===== config.mk =====
export PLATFORM = sky130hd
export DESIGN_NAME = clk_period_meter_flat
export DESIGN_NICKNAME = d
export VERILOG_FILES = /design/src/rtl/clk_period_meter_pkg.sv /design/src/rtl/clk_period_meter_if.sv /design/src/rtl/clk_period_meter_rise_detect.sv /design/src/rtl/clk_period_meter.sv /design/src/flat_wrapper.sv
export SDC_FILE = /design/constraint.sdc
export NUM_CORES = 1
export LEC_CHECK = 0
export ABC_AREA = 1
export BUFFER_PORTS_ARGS = -buffer_cell sky130_fd_sc_hd__buf_4
export CORE_MARGIN = 5
export CORE_UTILIZATION = 40
export CTS_CLUSTER_SIZE = 20
export DETAILED_ROUTE_END_ITERATION = 12
export GPL_TIMING_DRIVEN = 1
export HOLD_SLACK_MARGIN = 0.08
export PLACE_DENSITY_LB_ADDON = 0.25
export SLEW_MARGIN = 20
export SYNTH_ARGS = -nofsm -noshare
export SYNTH_HDL_FRONTEND = slang
export SYNTH_SLANG_ARGS = --single-unit

===== constraint.sdc =====
create_clock -name clk -period 2.3 [get_ports clk]
set_clock_uncertainty 0.15 [all_clocks]
set_input_delay 0.23 -clock clk [delete_from_list [all_inputs] [get_ports clk]]
set_output_delay 0.23 -clock clk [all_outputs]
set_load 0.005 [all_outputs]

===== src/rtl/clk_period_meter_pkg.sv =====
// Shared types and constants for the divided-clock period meter.
package clk_meter_pkg;

    typedef enum logic [1:0] {
        IDLE,
        ARM,
        MEASURE,
        DONE
    } meter_state_e;

    localparam logic [2:0] SEL_DIV2  = 3'd0;
    localparam logic [2:0] SEL_DIV4  = 3'd1;
    localparam logic [2:0] SEL_DIV8  = 3'd2;
    localparam logic [2:0] SEL_DIV16 = 3'd3;
    localparam logic [2:0] SEL_DIV32 = 3'd4;
    localparam logic [2:0] SEL_MAX   = 3'd4;

    // Nominal period, in clk cycles, of divider output 'sel'.
    function automatic int expected_period(input logic [2:0] sel);
        return 2 << sel;
    endfunction

endpackage


===== src/rtl/clk_period_meter_if.sv =====
// Request/result bundle between a controller and the period meter.
interface clk_period_meter_if #(
    parameter int CNT_W = 16
);
    logic [2:0]       sel;
    logic             start;
    logic             busy;
    logic             done;
    logic [CNT_W-1:0] period;
    logic [CNT_W-1:0] high_cnt;
    logic             timeout;

    modport master (
        output sel, start,
        input  busy, done, period, high_cnt, timeout
    );

    modport slave (
        input  sel, start,
        output busy, done, period, high_cnt, timeout
    );
endinterface


===== src/rtl/clk_period_meter_rise_detect.sv =====
// Rising-edge detector with a preloadable history bit, so a fresh selection
// never produces an edge in the cycle it is chosen.
module rise_detect (
    input  logic clk,
    input  logic rst_n,
    input  logic cur,
    input  logic load,
    input  logic load_val,
    output logic rise
);
    logic prev_q;
    logic prev_d;

    always_comb begin
        prev_d = load ? load_val : cur;
    end

    always_ff @(posedge clk or negedge rst_n) begin
        if (!rst_n) begin
            prev_q <= 1'b0;
        end else begin
            prev_q <= prev_d;
        end
    end

    assign rise = cur & ~prev_q;
endmodule


===== src/rtl/clk_period_meter.sv =====
// Measures period and high time of one divided clock, in master clk cycles,
// between two consecutive sampled rising edges.
module clk_period_meter
    import clk_meter_pkg::*;
#(
    parameter int CNT_W   = 16,
    parameter int TIMEOUT = 1000
) (
    input  logic                clk,
    input  logic                rst_n,
    input  logic [4:0]          div_in,
    clk_period_meter_if.slave   bus
);
    localparam logic [CNT_W-1:0] TMO = CNT_W'(TIMEOUT);

    meter_state_e     state_q, state_d;
    logic [2:0]       sel_q, sel_d;
    logic [CNT_W-1:0] cnt_q, cnt_d;
    logic [CNT_W-1:0] acc_q, acc_d;
    logic [CNT_W-1:0] period_q, period_d;
    logic [CNT_W-1:0] high_q, high_d;
    logic             busy_q, busy_d;
    logic             done_q, done_d;
    logic             timeout_q, timeout_d;

    logic [7:0]       div_ext;
    logic             sel_ok;
    logic             cur;
    logic             rise;
    logic             load;
    logic [CNT_W-1:0] cur_w;

    // Padding to 8 bits keeps any 3-bit index in range; invalid selects read 0.
    assign div_ext = {3'b000, div_in};
    assign sel_ok  = (bus.sel <= SEL_MAX);
    assign cur     = div_ext[sel_q];
    assign cur_w   = {{(CNT_W-1){1'b0}}, cur};
    assign load    = (state_q == IDLE) && bus.start && sel_ok;

    rise_detect u_rise (
        .clk      (clk),
        .rst_n    (rst_n),
        .cur      (cur),
        .load     (load),
        .load_val (div_ext[bus.sel]),
        .rise     (rise)
    );

    always_comb begin
        state_d   = state_q;
        sel_d     = sel_q;
        cnt_d     = cnt_q;
        acc_d     = acc_q;
        period_d  = period_q;
        high_d    = high_q;
        timeout_d = timeout_q;
        case (state_q)
            IDLE: begin
                if (bus.start) begin
                    period_d = '0;
                    high_d   = '0;
                    if (sel_ok) begin
                        sel_d     = bus.sel;
                        timeout_d = 1'b0;
                        cnt_d     = '0;
                        acc_d     = '0;
                        state_d   = ARM;
                    end else begin
                        timeout_d = 1'b1;
                        state_d   = DONE;
                    end
                end
            end
            ARM: begin
                if (rise) begin
                    cnt_d   = {{(CNT_W-1){1'b0}}, 1'b1};
                    acc_d   = cur_w;
                    state_d = MEASURE;
                end else if (cnt_q == TMO) begin
                    timeout_d = 1'b1;
                    state_d   = DONE;
                end else begin
                    cnt_d = cnt_q + 1'b1;
                end
            end
            MEASURE: begin
                // A rise in the same cycle as the limit still yields a result.
                if (rise) begin
                    period_d = cnt_q;
                    high_d   = acc_q;
                    state_d  = DONE;
                end else if (cnt_q == TMO) begin
                    timeout_d = 1'b1;
                    period_d  = '0;
                    high_d    = '0;
                    state_d   = DONE;
                end else begin
                    cnt_d = cnt_q + 1'b1;
                    acc_d = acc_q + cur_w;
                end
            end
            DONE: begin
                state_d = IDLE;
            end
            default: begin
                state_d = IDLE;
            end
        endcase
        busy_d = (state_d == ARM) || (state_d == MEASURE);
        done_d = (state_d == DONE);
    end

    always_ff @(posedge clk or negedge rst_n) begin
        if (!rst_n) begin
            state_q   <= IDLE;
            sel_q     <= '0;
            cnt_q     <= '0;
            acc_q     <= '0;
            period_q  <= '0;
            high_q    <= '0;
            busy_q    <= 1'b0;
            done_q    <= 1'b0;
            timeout_q <= 1'b0;
        end else begin
            state_q   <= state_d;
            sel_q     <= sel_d;
            cnt_q     <= cnt_d;
            acc_q     <= acc_d;
            period_q  <= period_d;
            high_q    <= high_d;
            busy_q    <= busy_d;
            done_q    <= done_d;
            timeout_q <= timeout_d;
        end
    end

    assign bus.busy     = busy_q;
    assign bus.done     = done_q;
    assign bus.period   = period_q;
    assign bus.high_cnt = high_q;
    assign bus.timeout  = timeout_q;
endmodule


===== src/flat_wrapper.sv =====
// flat-port wrapper written by rule: the top's interface ports become plain ports
module clk_period_meter_flat import clk_meter_pkg::*;
#(
    parameter int CNT_W   = 16,
    parameter int TIMEOUT = 1000
)
  (clk, rst_n, div_in, bus_sel, bus_start, bus_busy, bus_done, bus_period, bus_high_cnt, bus_timeout);
  clk_period_meter_if #(.CNT_W(CNT_W)) bus_i ();
  input  logic clk;
  input  logic rst_n;
  input  logic [4:0] div_in;
  input wire logic [$bits(bus_i.sel)-1:0] bus_sel;
  input wire logic [$bits(bus_i.start)-1:0] bus_start;
  output wire logic [$bits(bus_i.busy)-1:0] bus_busy;
  output wire logic [$bits(bus_i.done)-1:0] bus_done;
  output wire logic [$bits(bus_i.period)-1:0] bus_period;
  output wire logic [$bits(bus_i.high_cnt)-1:0] bus_high_cnt;
  output wire logic [$bits(bus_i.timeout)-1:0] bus_timeout;
  assign bus_i.sel = bus_sel;
  assign bus_i.start = bus_start;
  assign bus_busy = bus_i.busy;
  assign bus_done = bus_i.done;
  assign bus_period = bus_i.period;
  assign bus_high_cnt = bus_i.high_cnt;
  assign bus_timeout = bus_i.timeout;
  clk_period_meter #(.CNT_W(CNT_W), .TIMEOUT(TIMEOUT)) u_core (.clk(clk), .rst_n(rst_n), .div_in(div_in), .bus(bus_i));
endmodule

======== Word-level counts from Yosys, hierarchy flattened ========
Cells that the tools add are included.
operators by class
  add/subtract/negate cells ............... 2
  multiply operators ...................... 0
  divide/modulo/power cells ............... 0
  $lt $le $gt $ge ......................... 3
  equal/unequal tests ..................... 15
  shift operators ......................... 0
  multiplexer cells ....................... 32
  bitwise gates (word level) .............. 2
  reductions and logical operators ........ 13
operators by type and width
  kind                                                         count
  two-way mux 16 bit                                           12
  case mux 16 bit (3 select lines)                             2
  case mux 16 bit (2 select lines)                             2
  adder 16 x 1 -> 16 bit                                       1
  adder 16 x 1 -> 16 bit (second input constant)               1
  == test 16 x 10 -> 1 bit (second input constant)             1
  two-way mux 2 bit                                            5
  == test 2 bit (second input constant)                        4
  less-than comparator 3 x 4 -> 1 bit (second input constant)  2
  inequality test 2 bit (second input constant)                4
  case mux 2 bit (4 select lines)                              1
  AND reduction 4 bit                                          2
  two-way mux 1 bit                                            7
  binary-select mux 1 bit (select 3 bit)                       2
  inequality test 2 x 1 -> 1 bit (second input constant)       3
  AND reduction 3 bit                                          2
  AND reduction 6 bit                                          1
  == test 2 x 1 -> 1 bit (second input constant)               2
  nonzero test 2 bit                                           2
  <= comparator 3 bit (second input constant)                  1
  inequality test 3 x 1 -> 1 bit (second input constant)       1
  nonzero test 3 bit                                           1
  logical AND 1 bit                                            2
  zero test 2 bit                                              1
  other kinds (5)                                              5
word-level totals
  flip-flop bits (word level) ............. 73
  latch bits .............................. 0
  bits in writable memories ............... 0
  bits in read-only memories .............. 0
  input bits .............................. 11
  memories ................................ 0

======== Depth between registers and ports, before layout ========
Gate-level depths: netlist of run 1.
  depth after elaboration ................. 7
  mapped depth ............................ 17

======== Cells and area by module ========
Synthesis of run 1 repeated with hierarchy kept, for this count alone.
unflattened totals
  cells, all modules ...................... 544
  area, all modules ....................... 4097.7 sq um
by module, submodules not included
  module            instances  cells each  area an instance (sq um)  seq. area each (sq um)
  clk_period_meter  1          537         4047.6                    1801.7
  rise_detect       1          7           50.0                      25.0

======== Worst setup path after synthesis of run 1 ========
OpenSTA, ideal clock, no wires.
  kind .................................... register to register
  from .................................... register u_core.sel_q[0]
  to ...................................... register u_core.acc_q[9]
  setup time .............................. 65 ps
  data arrival time ....................... 1792 ps
  setup slack ............................. 293 ps
  cell stages (with the launch flop) ...... 15
  path buffers ............................ 0
  cell sequence ........................... dfrtp_1 -> inv_2 -> nand2_1 -> nand3_1 -> nand2_1 -> nand2_2 -> nand2_4 -> ha_1 -> nand2_1 -> nor3_1 -> nand2_1 -> xor2_1 -> nor3_1 -> nand2_1 -> nand2_1
between the ends
  word-level cells in the longest chain between the ends .. 6
ends and longest elaborated chain
  element                                    RTL line                 RTL
  start: declaration                         clk_period_meter.sv:17   logic [2:0] sel_q, sel_d;
  start signal: assignment                   clk_period_meter.sv:126  sel_q <= sel_d;
  binary-select mux 1 bit (select 3 bit) *   clk_period_meter.sv:36   assign cur = div_ext[sel_q];
  two-way mux 1 bit (not written as such) *  clk_period_meter.sv:36
  adder 16 x 1 -> 16 bit                     clk_period_meter.sv:99   acc_d = acc_q + cur_w;
  two-way mux 16 bit                         clk_period_meter.sv:92   end else if (cnt_q == TMO) begin
  two-way mux 16 bit                         clk_period_meter.sv:88   if (rise) begin
  case mux 16 bit (3 select lines)           clk_period_meter.sv:57   case (state_q)
  end signal: assignment                     clk_period_meter.sv:118  acc_q <= '0;
  end signal: assignment                     clk_period_meter.sv:128  acc_q <= acc_d;
  end: declaration                           clk_period_meter.sv:19   logic [CNT_W-1:0] acc_q, acc_d;
Every way passes the cells marked *; elsewhere a longest branch is shown, timed or not. The select of a mux whose other input is x is not followed.
A chain may end at the register's enable or synchronous reset.

======== Final worst setup path of run 1 ========
  from .................................... register u_core.sel_q[0]
  to ...................................... register u_core.busy_q (netlist: u_core.bus.busy)
between the ends
  word-level cells in the longest chain between the ends .. 7
ends and longest elaborated chain
  element                                                         RTL line                                        RTL
  binary-select mux 1 bit (select 3 bit) *                        clk_period_meter.sv:36
  two-way mux 1 bit (not written as such) *                       clk_period_meter.sv:36
  bitwise AND 1 bit *                                             clk_period_meter_rise_detect.sv:26              assign rise = cur & ~prev_q;
  two-way mux 2 bit, on equally long branches                     clk_period_meter.sv:88, clk_period_meter.sv:75
  case mux 2 bit (4 select lines) *                               clk_period_meter.sv:57
  named net u_core.state_d[0]                                     clk_period_meter.sv:16                          meter_state_e state_q, state_d;
  == test 2 x 1 -> 1 bit / == test 2 bit (equally long branches)  clk_period_meter.sv:109                         busy_d = (state_d == ARM) || (state_d == MEASURE);
  logical OR 1 bit *                                              clk_period_meter.sv:109
  named net u_core.busy_d                                         clk_period_meter.sv:22                          logic busy_q, busy_d;
  end signal: assignment                                          clk_period_meter.sv:131                         busy_q <= busy_d;
  end: declaration                                                clk_period_meter.sv:22
Mark *: on every way through the listed nets, which the timed path passes. The rest lies on a longest branch. The select of a mux whose other input is x is not followed.

==> results.json, run 1 <==
{
  "slowest_stage": "dfrtp_1",
  "cts_tree": "built",
  "grt_overflow": 0,
  "postRouteWirelength_mm": 10.4,
  "cp.depth": 13,
  "vias": 3980,
  "grt_pass1_vias": 3753,
  "die_area_mm2": 0.0131,
  "vias_per_cell": 4.88,
  "worst_pin_slew_ps": 436,
  "yosysUniqueCellTypes": 34,
  "dp_slack_ps": 62.7,
  "placementRows": 38,
  "path_delay_family": "simple AND/OR/NAND/NOR gates",
  "crit_start": "u_core.sel_q[0]",
  "drt_iter0_markers": 205,
  "path_cells": "inv_2 -> nand2_1 -> nand3_1 -> nand2_1 -> nand2_2 -> nand2_4 -> buf_4 -> nand2_8 -> nand2_4 -> nand2_1 -> nand2_1 -> a21oi_1 -> ha_1",
  "leakagePower_nw": 2.75,
  "globalplace.congestion": 0.971,
  "maxCapViolCount": 0,
  "peakVddDrop_uv": 578,
  "min_path_type": "in -> reg",
  "chipWidth_um": 114,
  "ant_nets": 0,
  "gr-usage-all-layers": 0.167,
  "initial_utilization": 0.405,
  "power_frac_clock": 0.245,
  "final.period_utilization": 0.915,
  "fin_nets": 690,
  "wl_per_cell_um": 12.8,
  "p_int_mw": 2.60,
  "synthTopCellsByCount": "243 x nand2_1, 87 x nand3_1, 73 x dfrtp_1",
  "htreeDepth": 3,
  "synthMostInstantiatedCell": "nand2_1",
  "worstReg2RegEnd": "u_core.bus.busy",
  "clock_path_buffers": 2,
  "grt_antenna_before_repair": 0,
  "cts.clk_slew.worst_paths_ps": 80,
  "portBuffers": 45,
  "crit_arrival_ps": 2190,
  "final_hold_viol_count": 0,
  "r2r-start": "u_core.sel_q[0]",
  "slew_headroom": 0.709,
  "timing.final.ws_setup_ps": 195,
  "cts_sinks": 73,
  "num_io_pins": 46,
  "switching_share": 0.432,
  "drc": 0,
  "min_period_ps": 2110,
  "setup_violations": 0,
  "drtPass1Iterations": 5,
  "worstSetupPathType": "reg -> reg",
  "coreArea_mm2": 0.0107,
  "die_y_um": 114,
  "insertedDiodeCount": 0,
  "async_flop_share": 1.00,
  "yosysWarnings": 0,
  "reg2reg_depth": 13,
  "worstSetupStartpointType": "register",
  "ff2ff_setup_slack_ps": 190,
  "status": "finished clean",
  "cts_root_buf": "clkbuf_8",
  "yosys-top-cells-area": "dfrtp_1 42%, nand2_1 21%, nand3_1 10%",
  "worstPathRequired_ps": 2390,
  "slew_violations": 0,
  "endpoint": "u_core.bus.busy",
  "crit_path_end_kind": "register",
  "clock.fmax_ghz": 0.475,
  "grt_setup_unrepaired": "true",
  "ys_seq_area_frac": 0.420,
  "crit_buf_inv": 2,
  "ys_seq_elements": 73,
  "grt_max_degree": 44,
  "p_total_mw": 4.57,
  "synthFlopType": "dfrtp_1",
  "syn-num-nets": 638,
  "avgSynthCellArea_um2": 7.03,
  "p_per_area_mw_per_mm2": 878,
  "syn_area_mm2": 0.00435,
  "cts_buffers": 9,
  "yosysTopAreaCellShare": 0.420,
  "critPathMaxFanout": 17,
  "p_comb_frac": 0.435,
  "whs_ps": 86.5,
  "place_hpwl_mm": 7.32,
  "switching_power_mw": 1.98,
  "max_stage_delay_ps": 420,
  "area_delta_synth_final_pct": 19.7,
  "clkLatencyLatePin_ps": 350,
  "final_layout_size_suffix_gt1_frac": 0.158,
  "worst_path_most_repeated_cell": "nand2_1",
  "synth_edf_count": 0,
  "finish.utilization": 0.485,
  "grt_pass1_wl_mm": 17.9,
  "syn_inst": 619,
  "synth_top_cell_by_area": "dfrtp_1",
  "seq_power_share": 0.320
}
## metal layers
metal	vias up	wire, um	global-route usage
met5	-	0	0
met4	0	123	0.0586
met3	9	459	0.0291
met2	75	4640	0.258
met1	1818	5180	0.236
li1	2078	-	-
## repair_timing
action                     CTS  global route
gates resized for setup      0            11
setup endpoints to repair    0             9
hold endpoints to repair    77             0
hold buffers                 5             0
buffers inserted             0             5
## state kept, by name (all words and copies together), names as in the netlist
name and count:
u_core.acc_q 16, u_core.bus.busy 1, u_core.bus.done 1, u_core.bus.high_cnt 16
u_core.bus.period 16, u_core.bus.timeout 1, u_core.cnt_q 16, u_core.sel_q 3
u_core.state_q 2, u_core.u_rise.prev_q 1
## through the flow
stage,instance area [um2],setup TNS (ps),instances
3_5_place_dp,4850,0,790
3_3_place_gp,4850,0,790
4_1_cts,5120,0,811
5_1_grt,5210,-21.4,816
2_1_floorplan,4350,0,619
6_report,5210,0,816
## layout make-up
type,count,area [um2]
fillers,1111,5540
multi-input cells,467,2240
flip-flops and latches,73,1830
repair buffers,68,548
inverters,52,195
well taps,140,175
clock buffers,11,141
clock inverters,5,78.8
## power by group through the flow
stage	logic [mW]	clock network (mW)	registers (mW)
6_report	1.99	1.12	1.47
5_1_grt	2.22	1.20	1.48
4_1_cts	1.92	1.15	1.46
3_5_place_dp	1.91	0	1.48
3_3_place_gp	1.88	0	1.48
2_1_floorplan	1.45	0	1.47
## cells by family after synthesis
logic type	synth area share
AOI/OAI and AO/OA	0.0379
and+or+nand+nor	0.421
xor gates and xnor gates	0.0221
DFF	0.420
buffers and inverters	0.0767
adders and majority gates	0.0230
## worst min-delay path: stages
cell     delay (ps)
buf_4           100
nand2_1          40
o21ai_0          90
o21ai_0          80
## cells in the final DEF, fill, tap and decap left out, types with 3 or more instances in the layout
cell / n
nor2_1: 42
clkbuf_8: 10
dfrtp_1: 73
nor4_1: 3
nand2_2: 5
ha_1: 6
buf_4: 61
nor2_2: 5
nand3_1: 87
dlygate4sd3_1: 5
nand2_1: 242
nand4_1: 11
o21ai_0: 11
nor3_1: 9
a21oi_1: 12
inv_2: 3
inv_1: 49
xor2_1: 9
## worst min-delay path by stage
stage / startpoint / end / depth (start not counted)
after detailed placement: rst_n / u_core.bus.high_cnt[7] / 1
after floorplan: rst_n / u_core.acc_q[0] / 0
after global placement: rst_n / u_core.bus.high_cnt[7] / 1
after CTS: bus_start / u_core.state_q[1] / 4
final: bus_start / u_core.state_q[1] / 4
after global routing: bus_start / u_core.state_q[1] / 4
(Power assumes the default switching activity.)
==> run 2, diff against run 1 <==
==> constraint.sdc (replaced) <==
create_clock -name clk -period 2.3 [get_ports clk]
set_clock_uncertainty 0.15 [all_clocks]
set_input_delay 0.115 -clock clk [delete_from_list [all_inputs] [get_ports clk]]
set_output_delay 0.115 -clock clk [all_outputs]
set_load 0.005 [all_outputs]
==> run 2 against run 1 <==
Net effect:
- flip-flop and latch count did not move
- non-clock buffer count rose by 3
- cell area rose by 0.12%
- fmax fell by 0.69%
- hold slack improved by 160 ps
- sequential share of layout area barely moved
- global-route usage rose by 0.22 points
- critical path type unchanged
- largest cell class unchanged
==> results.json, run 2 (synthesis results as in run 1) <==
{
  "status": "finished clean",
  "crit_path_end_kind": "register",
  "multi_input_area_mm2": 0.00226,
  "drtPass1Iterations": 5,
  "num_io_pins": 46,
  "place_hpwl_mm": 7.02,
  "wl_per_cell_um": 12.7,
  "insertedDiodeCount": 0,
  "seq_area_mm2": 0.00183,
  "worstSetupStartpointType": "register",
  "die_area_mm2": 0.0131,
  "finalInstanceArea_mm2": 0.00522,
  "final_hold_viol_count": 0,
  "grt_overflow": 0,
  "peakVddDrop_uv": 734,
  "nFillCells": 1085,
  "vias_per_cell": 4.97,
  "grt_antenna_before_repair": 0,
  "placementRows": 38,
  "gr-usage-all-layers": 0.169,
  "place_area_mm2": 0.00483,
  "drt_iter0_markers": 245,
  "cts.clk_slew.worst_paths_ps": 80,
  "maxCapViolCount": 0,
  "critPathMaxFanout": 6,
  "fin_nets": 693,
  "setup_violations": 0,
  "ff2ff_setup_slack_ps": 180,
  "grt_max_degree": 74,
  "worst_pin_slew_ps": 926,
  "ant_nets": 0,
  "leakagePower_nw": 2.74,
  "clock_path_buffers": 2,
  "min_path_type": "in -> reg",
  "area_delta_synth_final_pct": 19.8,
  "finish.utilization": 0.485,
  "coreArea_mm2": 0.0107,
  "htreeDepth": 3,
  "p_per_area_mw_per_mm2": 859,
  "chipWidth_um": 114,
  "min_to": "u_core.u_rise.prev_q",
  "drc": 0,
  "cts_root_buf": "clkbuf_8",
  "min_period_ps": 2120,
  "final_common_cell": "nand2_1",
  "r2r-start": "u_core.sel_q[0]",
  "postRouteWirelength_mm": 10.4,
  "grt_pass1_vias": 3847,
  "cts_buffers": 9,
  "cts_sinks": 73,
  "worstReg2RegEnd": "u_core.acc_q[15]",
  "grt_pass1_wl_mm": 18.1,
  "worstSetupPathType": "reg -> reg",
  "slew_headroom": 0.382,
  "slew_violations": 0,
  "final.period_utilization": 0.922,
  "clkLatencyLatePin_ps": 350,
  "final_layout_size_suffix_gt1_frac": 0.159,
  "initial_utilization": 0.405,
  "crit_arrival_ps": 2260,
  "clock.fmax_ghz": 0.472,
  "min-delay-start": "div_in[0]",
  "cts_tree": "built",
  "portBuffers": 45,
  "reg2reg_depth": 15,
  "worstPathRequired_ps": 2440,
  "die_y_um": 114,
  "globalplace.congestion": 0.957,
  "final_cell_mix": "239 x nand2_1, 86 x nand3_1, 73 x dfrtp_1",
  "whs_path_depth": 9,
  "vias": 4067
}
==> run 2: metal layers <==
metal	global-route usage	vias to the layer above	wire (um)
met3	0.0227	13	459
li1	-	2089	-
met2	0.260	84	4550
met1	0.242	1881	5170
met5	0	-	0
met4	0.0657	0	178
==> run 2: worst max-delay path by stage <==
stage                         start               end
CTS                 u_core.sel_q[0]  u_core.acc_q[14]
detailed placement  u_core.sel_q[0]  u_core.acc_q[14]
global placement    u_core.sel_q[0]  u_core.acc_q[14]
finish              u_core.sel_q[0]  u_core.acc_q[15]
global route        u_core.sel_q[0]  u_core.acc_q[15]
floorplan           u_core.sel_q[0]   u_core.acc_q[9]
==> run 2: power by group <==
group,switching [mW],internal (mW)
Clock,0.486,0.500
Sequential,0.0878,1.38
Combinational,1.43,0.594
==> run 2: what timing repair did <==
| item | CTS | global route |
|---|---|---|
| buffers inserted | 0 | 5 |
| resized for setup | 0 | 16 |
| hold buffers | 9 | 0 |
| hold endpoints to repair | 78 | 0 |
| endpoints found under the setup margin | 0 | 9 |
==> run 2: worst max-delay path, cell delays in order (launching register included) <==
cell and delay (ps):
dfrtp_1 410, inv_2 70, nand2_1 60, nand3_1 60
nand2_1 80, nand2_2 70, nand2_4 100, ha_4 150
nand2_2 80, nor2_4 200, nand2_1 150, o21bai_1 170
nand3_1 80, nor2_1 110, nand2_1 70, nand2_1 80
==> run 2: through the flow <==
stage / cells / power [mW] / setup TNS, ps / hold WS (ps) / worst slack [ps]
4_1_cts: 814 / 4.42 / 0 / 244 / 14.9
3_5_place_dp: 789 / 3.39 / 0 / 166 / 46.8
3_3_place_gp: 789 / 3.35 / 0 / 150 / 135
6_report: 819 / 4.48 / 0 / 243 / 180
5_1_grt: 819 / 4.80 / -91.7 / 307 / -31.0
2_1_floorplan: 619 / 2.92 / 0 / -331 / 293
==> run 2: area by class of cell <==
| type | instances | area share |
|---|---|---|
| well taps | 140 | 0.0336 |
| inverters | 52 | 0.0374 |
| clock buffers | 11 | 0.0252 |
| clock inverters | 5 | 0.0108 |
| repair buffers | 71 | 0.110 |
| flip-flops and latches | 73 | 0.350 |
| multi-input cells | 467 | 0.433 |
==> run 3, diff against run 2 <==
--- a/config.mk
+++ b/config.mk
@@ -7,8 +7,10 @@
 export LEC_CHECK = 0
 export ABC_AREA = 1
 export BUFFER_PORTS_ARGS = -buffer_cell sky130_fd_sc_hd__buf_4
+export CELL_PAD_IN_SITES_DETAIL_PLACEMENT = 2
+export CELL_PAD_IN_SITES_GLOBAL_PLACEMENT = 2
 export CORE_MARGIN = 5
-export CORE_UTILIZATION = 40
+export CORE_UTILIZATION = 33
 export CTS_CLUSTER_SIZE = 20
 export DETAILED_ROUTE_END_ITERATION = 12
 export GPL_TIMING_DRIVEN = 1
==> run 3 against run 2 <==
Net effect:
- clock-buffer cell count decreased by 2
- global-route usage increased by 3.3 points
- register-to-register slack worse by 60 ps
- final cell count grew 5.5%
- critical path depth up 1
- core utilization fell by 6.7 points
- wire length rose by 48%
- largest cell class unchanged
- flip-flop and latch count is the same
- setup slack lost 58 ps
==> results.json, run 3 (synthesis results as in run 1) <==
{
  "peakVddDrop_uv": 664,
  "die_y_um": 125,
  "die_area_mm2": 0.0156,
  "slew_violations": 0,
  "status": "finished clean",
  "slew_headroom": 0.603,
  "worstSetupPathType": "reg -> reg",
  "cts_tree": "built",
  "timing.final.ws_setup_ps": 122,
  "coreArea_mm2": 0.0131,
  "worst_path_most_repeated_cell": "nand2_1",
  "crit_path_end_kind": "register",
  "insertedDiodeCount": 0,
  "portBuffers": 45,
  "min_period_ps": 2180,
  "min_path_type": "in -> reg",
  "grt_overflow": 0,
  "fin_nets": 703,
  "grt_pass1_vias": 4854,
  "clock_path_buffers": 2,
  "chipWidth_um": 125,
  "setup_violations": 0,
  "final_layout_size_suffix_gt1_frac": 0.185,
  "drt_iter0_markers": 184,
  "min_to": "u_core.u_rise.prev_q",
  "ff2ff_setup_slack_ps": 120,
  "dp_slack_ps": -157,
  "area_delta_synth_final_pct": 25.7,
  "vias_per_cell": 5.07,
  "worstSetupStartpointType": "register",
  "grt_max_degree": 42,
  "worstPathRequired_ps": 2430,
  "drtPass1Iterations": 4,
  "nFillCells": 1531,
  "final_common_cell": "nand2_1",
  "num_io_pins": 46,
  "final.period_utilization": 0.947,
  "leakagePower_nw": 2.86,
  "final_cell_mix": "239 x nand2_1, 87 x nand3_1, 72 x dfrtp_1",
  "drc": 0,
  "postRouteWirelength_mm": 15.3,
  "place_hpwl_mm": 11.0,
  "critPathMaxFanout": 5,
  "htreeDepth": 3,
  "worst_pin_slew_ps": 595,
  "grt_antenna_before_repair": 0,
  "p_total_mw": 5.20,
  "worstReg2RegEnd": "u_core.acc_q[14]",
  "initial_utilization": 0.333,
  "path_cells": "nand2_1 -> nand3_1 -> nand2_1 -> nand2_2 -> nand2_4 -> ha_4 -> nand2_2 -> nor2_4 -> nand2_2 -> nor2_2 -> nand3_1 -> nand2_1 -> nand3_1 -> nor2_1 -> nand2_1 -> nand2_1",
  "place_area_mm2": 0.00496,
  "p_per_area_mw_per_mm2": 950,
  "crit_arrival_ps": 2300,
  "whs_path_depth": 5,
  "slowest_stage": "dfrtp_2",
  "grt_setup_unrepaired": "true",
  "ant_nets": 0,
  "reg2reg_depth": 16,
  "cts_buffers": 9,
  "r2r-start": "u_core.sel_q[0]",
  "min-delay-start": "div_in[0]",
  "clkLatencyLatePin_ps": 340,
  "finish.utilization": 0.418,
  "cts_root_buf": "clkbuf_16",
  "grt_pass1_wl_mm": 25.4,
  "finalInstanceArea_mm2": 0.00547,
  "final_hold_viol_count": 0,
  "maxCapViolCount": 0,
  "crit_start": "u_core.sel_q[0]",
  "gr-usage-all-layers": 0.202,
  "wl_per_cell_um": 17.7,
  "globalplace.congestion": 0.849,
  "vias": 4381,
  "cts.clk_slew.worst_paths_ps": 60,
  "cts_sinks": 73,
  "placementRows": 42,
  "max_stage_delay_ps": 430,
  "clock.fmax_ghz": 0.459
}
-- run 3: cell types whose count changed in the layout (fill, tap and decap cells not counted), moves of 2 or more --
| cell | previous run | this run |
|---|---|---|
| clkbuf_8 | 9 | 0 |
| clkbuf_16 | 0 | 9 |
| dlygate4sd3_1 | 9 | 7 |
| clkbuf_1 | 2 | 0 |
| buf_4 | 60 | 71 |
| nor2_2 | 3 | 5 |
-- run 3: cell type report --
cell class                 count  area [um2]  area share
clock buffer                   9         225      0.0411
clock inverter                 6        83.8      0.0153
inverter                      52         199      0.0363
multi-input combinational    467        2260       0.413
sequential                    73        1830       0.334
tap                          176         220      0.0402
timing repair buffer          81         654       0.120
-- run 3: through the flow --
step                hold slack (ps)  instances  setup TNS [ps]
CTS                             177        858               0
global route                    211        864           -94.5
floorplan                      -331        619               0
finish                          162        864               0
global placement               10.6        834               0
detailed placement             18.9        834            -308
-- run 3: layer usage --
layer,routed length (um),vias up,track usage,share of wire
met5,0,-,0,0
met4,191,0,0.0599,0.012
met3,393,12,0.0304,0.026
met2,7610,61,0.347,0.50
met1,7140,2211,0.262,0.47
li1,-,2097,-,-
-- run 3: what timing repair did --
action / CTS / global route
endpoints found under the hold margin: 45 / 0
pin swaps: 1 / 6
buffers inserted: 2 / 6
hold buffers: 7 / 0
setup endpoints to repair: 7 / 25
resized for setup: 5 / 15
-- run 3: worst max-delay path, delay by kind of cell, from the launching register on --
kind | cells | cell delay, ps
simple gates | 15 | 1380
fa+ha+maj | 1 | 150
flops | 1 | 430
-- run 3: where the power goes --
group / leakage [nW] / internal, mW / switching, mW / total (mW)
clock network: 0.155 / 0.940 / 0.569 / 1.51
registers: 1.00 / 1.38 / 0.0938 / 1.48
logic: 1.70 / 0.630 / 1.59 / 2.22
total: 2.86 / 2.95 / 2.25 / 5.20
-- run 3: worst max path at each step --
| stage | to | slack (ps) | cells past startpoint |
|---|---|---|---|
| after CTS | u_core.acc_q[14] | 20 | 17 |
| after global placement | u_core.acc_q[14] | 140 | 17 |
| after global routing | u_core.acc_q[9] | -40 | 15 |
| final | u_core.acc_q[14] | 120 | 16 |
| after detailed placement | u_core.acc_q[14] | -160 | 17 |
| after floorplan | u_core.acc_q[9] | 290 | 14 |
